### config.mk
export PLATFORM = sky130hd
export DESIGN_NAME = pipe_stall_ctrl
export DESIGN_NICKNAME = d
export VERILOG_FILES = /design/src/rtl/pipe_stall_ctrl.sv
export SDC_FILE = /design/constraint.sdc
export NUM_CORES = 1
export LEC_CHECK = 0
export CORE_MARGIN = 4
export CORE_UTILIZATION = 47
export CTS_CLUSTER_DIAMETER = 100
export DETAILED_ROUTE_END_ITERATION = 12
export HOLD_SLACK_MARGIN = 0.06
export PLACE_DENSITY_LB_ADDON = 0.25
export SYNTH_ARGS = -nofsm -noshare
export SYNTH_HDL_FRONTEND = slang
export SYNTH_SLANG_ARGS = --single-unit
### constraint.sdc
create_clock -name clk -period 4.08 [get_ports clk]
set_input_delay 0.612 -clock clk [delete_from_list [all_inputs] [get_ports clk]]
set_output_delay 0.612 -clock clk [all_outputs]
set_load 0.05 [all_outputs]
### src/rtl/pipe_stall_ctrl.sv
// Central stall controller for the 5-stage core: merges ID/EX/MEM stall requests and
// sequences multi-cycle EX ops. Optional perf counters are enabled by PIPE_STALL_PERF_EN.
module pipe_stall_ctrl #(
    parameter int CNT_W = 6
) (
    input  logic             clk,
    input  logic             rst,
    input  logic             stallreq_id,
    input  logic             stallreq_ex,
    input  logic             stallreq_mem,
    input  logic             flush,
    input  logic             mc_start,
    input  logic [CNT_W-1:0] mc_cycles,
    output logic             mc_done,
    output logic             mc_busy,
    output logic [5:0]       stall
`ifdef PIPE_STALL_PERF_EN
    ,
    output logic [31:0]      stall_cycles,
    output logic [15:0]      mc_ops
`endif
);

    typedef enum logic [1:0] {IDLE, RUN, DONE} state_e;

    state_e           state_q, state_d;
    logic [CNT_W-1:0] cnt_q, cnt_d;
    logic [CNT_W-1:0] n_eff;
    logic             start_ok;
    logic             ex_cond;

    always_comb begin
        start_ok = (state_q == IDLE) && mc_start && !flush;
        // A zero-length request still costs one stall cycle
        n_eff    = (mc_cycles == '0) ? CNT_W'(1) : mc_cycles;
        ex_cond  = stallreq_ex || start_ok || (state_q == RUN);

        stall = 6'b000000;
        if (!rst) begin
            if (stallreq_mem)     stall = 6'b011111;
            else if (ex_cond)     stall = 6'b001111;
            else if (stallreq_id) stall = 6'b000111;
        end

        mc_done = !rst && (state_q == DONE) && !flush;
        mc_busy = !rst && (state_q != IDLE);
    end

    always_comb begin
        state_d = state_q;
        cnt_d   = cnt_q;
        if (flush) begin
            state_d = IDLE;
            cnt_d   = '0;
        end else begin
            case (state_q)
                IDLE: begin
                    if (start_ok) begin
                        cnt_d   = n_eff - CNT_W'(1);
                        state_d = (n_eff == CNT_W'(1)) ? DONE : RUN;
                    end
                end
                RUN: begin
                    cnt_d = cnt_q - CNT_W'(1);
                    if (cnt_q == CNT_W'(1)) state_d = DONE;
                end
                DONE: begin
                    // Hold the result handshake until EX/MEM is free to advance
                    if (!stall[3]) state_d = IDLE;
                end
                default: state_d = IDLE;
            endcase
        end
    end

    always_ff @(posedge clk) begin
        if (rst) begin
            state_q <= IDLE;
            cnt_q   <= '0;
        end else begin
            state_q <= state_d;
            cnt_q   <= cnt_d;
        end
    end

`ifdef PIPE_STALL_PERF_EN
    logic [31:0] stall_cycles_q, stall_cycles_d;
    logic [15:0] mc_ops_q, mc_ops_d;

    always_comb begin
        stall_cycles_d = stall_cycles_q + (stall[0] ? 32'd1 : 32'd0);
        mc_ops_d       = mc_ops_q;
        if ((state_d == DONE) && (state_q != DONE)) mc_ops_d = mc_ops_q + 16'd1;
    end

    always_ff @(posedge clk) begin
        if (rst) begin
            stall_cycles_q <= '0;
            mc_ops_q       <= '0;
        end else begin
            stall_cycles_q <= stall_cycles_d;
            mc_ops_q       <= mc_ops_d;
        end
    end

    assign stall_cycles = stall_cycles_q;
    assign mc_ops       = mc_ops_q;
`endif

endmodule

# Word level (Yosys, flattened, before mapping)
# Cells that the tools add are included.
# op_classes
n_addsub	2
n_mux	12
n_eq_ne	7
n_reduce_logical	16
# ops
cell	count
$eq 6x1->1 const B	2
$mux 6	2
$pmux 6 s2	1
$sub 6x1->6 const B	2
$mux 5	2
$mux 2	4
$logic_not 6->1	1
$pmux 2 s3	1
$logic_and 1x1->1	5
$mux 4	1
$ne 2x2->1 const B	2
$reduce_bool 2->1	2
$mux 3	1
$reduce_and 3->1	1
$eq 2x1->1 const B	1
$eq 2x2->1 const B	1
$logic_not 1->1	2
$logic_not 2->1	1
$logic_or 1x1->1	2
$ne 2x1->1 const B	1
$reduce_and 2->1	1
$reduce_or 2->1	1
# word_totals
in_bits	13
word_cells	39
ff_bits	8

# Depth between registers and ports, before layout
# logic_depth
depth_word	10
mapped_depth	8
ltp_nobuf	8

# Worst setup path after synthesis
# Ideal clock, no wire load.
# synth_timing
path_type	input-to-output
startpoint	in flush
endpoint	out stall[1]
t_arrival_ns	2.366
stages	4
setup_slack_ns	1.102
path_cell_list	nand2b_1 -> a21o_1 -> a31oi_1 -> buf_4
# synth_between
elab_chain_cells	7
# synth_rtl
element	line_no	text
from (decl)	11	input logic flush,
$logic_not 1->1	33	start_ok = (state_q == IDLE) && mc_start && !flush;
$logic_and 1x1->1	33	
$logic_or 1x1->1 (2 in a row)	36	ex_cond = stallreq_ex || start_ok || (state_q == RUN);
$mux 4	41	else if (ex_cond) stall = 6'b001111;
$mux 5	40	if (stallreq_mem) stall = 6'b011111;
$mux 5	39	if (!rst) begin
to (decl)	16	output logic [5:0] stall
# Every way passes these cells.

# Worst setup path in the final report
# layout_timing
startpoint	in flush
endpoint	out stall[0]
# Same word-level chain as after synthesis.

==> results.md <==
* Outcome: complete, no violations
* HP Class: flop to flop
* Clk pwr share at 27.7%
* Largest cells by area after synthesis: dfxtp_1 (25%), a21oi_1 (6.2%), ha_1 (5.8%)
* WP data arrival at between 2 and 3 ns
* CORE AREA at between 1000 and 1500 µm²
* Vias in the first global route at 588
* Root buffer cell: clkbuf_4
* Pwr dens at 262 nW/µm²
* Crit Reg-Reg Endpoint: cnt_q[5]$_SDFFE_PP0P_
* Pint at 147 µW
* Clock slew at reported path FFs at approximately 0.050 ns
* GRT Overall Usage at between 10% and 20%
* Via Count at approximately 680
* Setup TNS at 0 ns
* Rows at 13
* Final WS setup at between 0.7 and 0.8 ns
* Drt wl/cell at ~12 µm
* Routed Antenna Nets at 0
* Initial antenna violation count at 0
* Flop2flop setup slack at roughly 2.7 ns
* Worst clock skew at 0.00243 ns
* I/O pin cnt at 21
* Hold Crit Start: cnt_q[1]$_SDFFE_PP0P_
* Post-CTS Hold Fix Bufs at 0
* Worst Hold Depth at 2
* Synth Warn # at 0
* Die width at ~45 µm
* Met2 usage at 25.1%
* Dpl hpwl at between 1000 and 1500 µm
* Slew Limit Fails at 0
* Critical Path Sink Type: output pin
* CTS tree: built
* Remaining global-route overflow at 0
* R2r startpoint: state_q[1]$_SDFFE_PP0P_
* Unique masters post-synth at 35
* CTS Buf Count at 3
* Transition time of the tightest slew-check pin at just over 0.5 ns
* Worst path required time at roughly 3.5 ns
* Post-route clock period utilization at between 80% and 90%
* Via-per-instance ratio at between 5 and 6
* Worst hold endpoint: cnt_q[1]$_SDFFE_PP0P_
* Crit path buf inv count at 2
* Layout Area Growth over Synthesis at 30.4%
* Gp weighted congestion at between 0.8 and 0.9
* Crit. path cell count at 5
* Achievable Freq at 0.304 GHz
* Setup violations, final at 0
* CTS Buffer Depth at 2
* FF-to-FF path depth at 4
* First-pass GRT wire length at 2550 µm
* PostCTS Resize Cnt at 0
* Switching part of the total at 33.5%
* Synth Area per Inst at between 7 and 8 µm²
* Synth area leader: dfxtp_1
* Worst VDD drop at ~0.14 mV
* RSZ-0062 raised after global routing: false
* DRT Wirelength at 1510 µm
* Largest fanout on the critical path at 9
* Post-synth net total at 106
* Die area at about 2000 µm²
* GR peak layer: met2
* Drt first-iter violations at 34
* CTS Sinks at 8
* M3 GR Usage at 3.98%
* EDFF count, synth at 0
* CP dominant cell by count: clkdlybuf4s50_1
* Max stage delay on crit path at between 0.8 and 0.9 ns
* 1st-pass router iterations at 4
* Layout cell share with drive strength beyond 1 at around 4.7%
* # fillers at between 100 and 150
* NumNets Final at roughly 120
* Psw at about 74 µW
* Primary FF master, synth: dfxtp_1
* Startpoint types: input pin
* Dpl ws at 0.781 ns
* Post-synth ARST share at 0%
* Slowest cell on crit path: clkdlybuf4s50_1
* Max-cap viol count at 0
* Largest net degree at the start of global routing at 12
* Sequential Power Share at between 30% and 40%
* Leak at about 0.33 nW
* Starting density of the core at between 50% and 60%
* Mapped cell area at around 650 µm²
* Port bufs at 19
* Met1 Track Usage GR at ~23%
* Sequential area share after synthesis at ~25%
* Min Tclk post-route at around 3.3 ns
* Post-CTS Setup Bufs at 0
* Number of diodes at 0
* Die H at roughly 45 µm
* DRC at 0
* CP Class: input pin to output pin
* Max_slew headroom at between 60% and 70%
* Hold Fails Final Rpt at 0
* Comb pwr share at about a third
* H-Tree Depth at 1
* Clk_lat worst skew at 0.26 ns
* Mapped Cells at 90
* Total of flip-flops plus latches after synthesis at 8
* Share of the synthesized area in the top cell type at 24.6%
* Critical Path, Cell by Cell: clkdlybuf4s50_1 -> nand2b_1 -> a21o_1 -> a31oi_1 -> clkdlybuf4s50_1
* Crit-path leading delay family: buffers and inverters
[how the worst max path moves through the flow]
stage,start,endpoint,slack [ns]
2_1_floorplan,flush,stall[1],1.10
3_3_place_gp,flush,stall[0],0.86
3_5_place_dp,flush,stall[0],0.78
4_1_cts,flush,stall[0],0.78
5_1_grt,flush,stall[0],0.68
6_report,flush,stall[0],0.79
[kinds of logic (layout without fill, tap and decap cells)]
group	count (synthesis)	in the layout	share of synthesized area [%]
simple gates	37	37	30.6
compound gates	28	28	27.7
xor+xnor	2	2	2.69
fa+ha+maj	3	3	5.77
buf+inv	11	27	8.08
flops	8	8	24.6
other cells	1	1	0.576
[power groups by stage]
| stage | logic (mW) | registers [mW] | clock network, mW |
|---|---|---|---|
| 2_1_floorplan | 0.0498 | 0.0855 | 0 |
| 3_3_place_gp | 0.0741 | 0.0869 | 0 |
| 3_5_place_dp | 0.0745 | 0.0869 | 0 |
| 4_1_cts | 0.0747 | 0.0852 | 0.0630 |
| 5_1_grt | 0.0816 | 0.0859 | 0.0644 |
| 6_report | 0.0749 | 0.0854 | 0.0616 |
[synth_stat cells, types with 2 or more instances]
cell type,count
a21oi_1,8
a31oi_1,2
and3_1,2
buf_4,3
clkbuf_1,3
dfxtp_1,8
ha_1,3
inv_1,5
nand2_1,6
nand2b_1,2
nand3b_1,3
nor2_1,10
nor2b_1,4
nor3_1,3
o21ai_0,6
o31ai_1,2
or3_1,2
[sequential cells by signal, indices dropped and copies added, names as in the netlist]
signal   cells
cnt_q        6
state_q      2
[per-stage QoR]
| step | utilization [%] | hold slack, ns | power [mW] | cells | area, µm² |
|---|---|---|---|---|---|
| CTS | 65.2 | 0.497 | 0.223 | 121 | 848 |
| floorplan | - | 0.458 | 0.135 | 90 | 651 |
| detailed placement | 63.5 | 0.488 | 0.161 | 118 | 826 |
| finish | 65.2 | 0.502 | 0.222 | 121 | 848 |
| global route | 65.2 | 0.508 | 0.232 | 121 | 848 |
| global placement | 63.5 | 0.495 | 0.161 | 118 | 826 |
[placed cells by master, fill, tap and decap left out, drive strengths merged, types with 2 or more instances in the layout]
| cell type | netlist | final |
|---|---|---|
| ha | 3 | 3 |
| or3 | 3 | 3 |
| o21ai | 6 | 6 |
| dfxtp | 8 | 8 |
| nor3 | 3 | 3 |
| nor2 | 10 | 10 |
| a21oi | 8 | 8 |
| clkbuf | 3 | 3 |
| nand3b | 3 | 3 |
| o31ai | 2 | 2 |
| clkdlybuf4s50 | 0 | 19 |
| nand2b | 2 | 2 |
| nor2b | 4 | 4 |
| inv | 5 | 5 |
| and3 | 2 | 2 |
| a31oi | 2 | 2 |
| nand2 | 6 | 6 |
[worst reg2reg max path: stages, from the launching register on]
cell      delay [ns]
dfxtp_1         0.49
nand2b_1        0.39
o311a_1         0.25
o21ai_0         0.09
a21oi_1         0.13
[per-layer routing]
metal,up-vias,share of wire [%]
met2,25,47
met1,296,45
met5,-,0
met4,0,1.9
met3,5,5.5
li1,352,-
[cell type report]
cell class / count / area (µm²) / share of cell area (%)
timing repair buffer: 19 / 190 / 22.4
multi-input combinational: 71 / 438 / 51.6
clock buffer: 3 / 22.5 / 2.65
tap: 15 / 18.8 / 2.21
inverter: 5 / 18.8 / 2.21
sequential: 8 / 160 / 18.9
(Power assumes the default switching activity.)
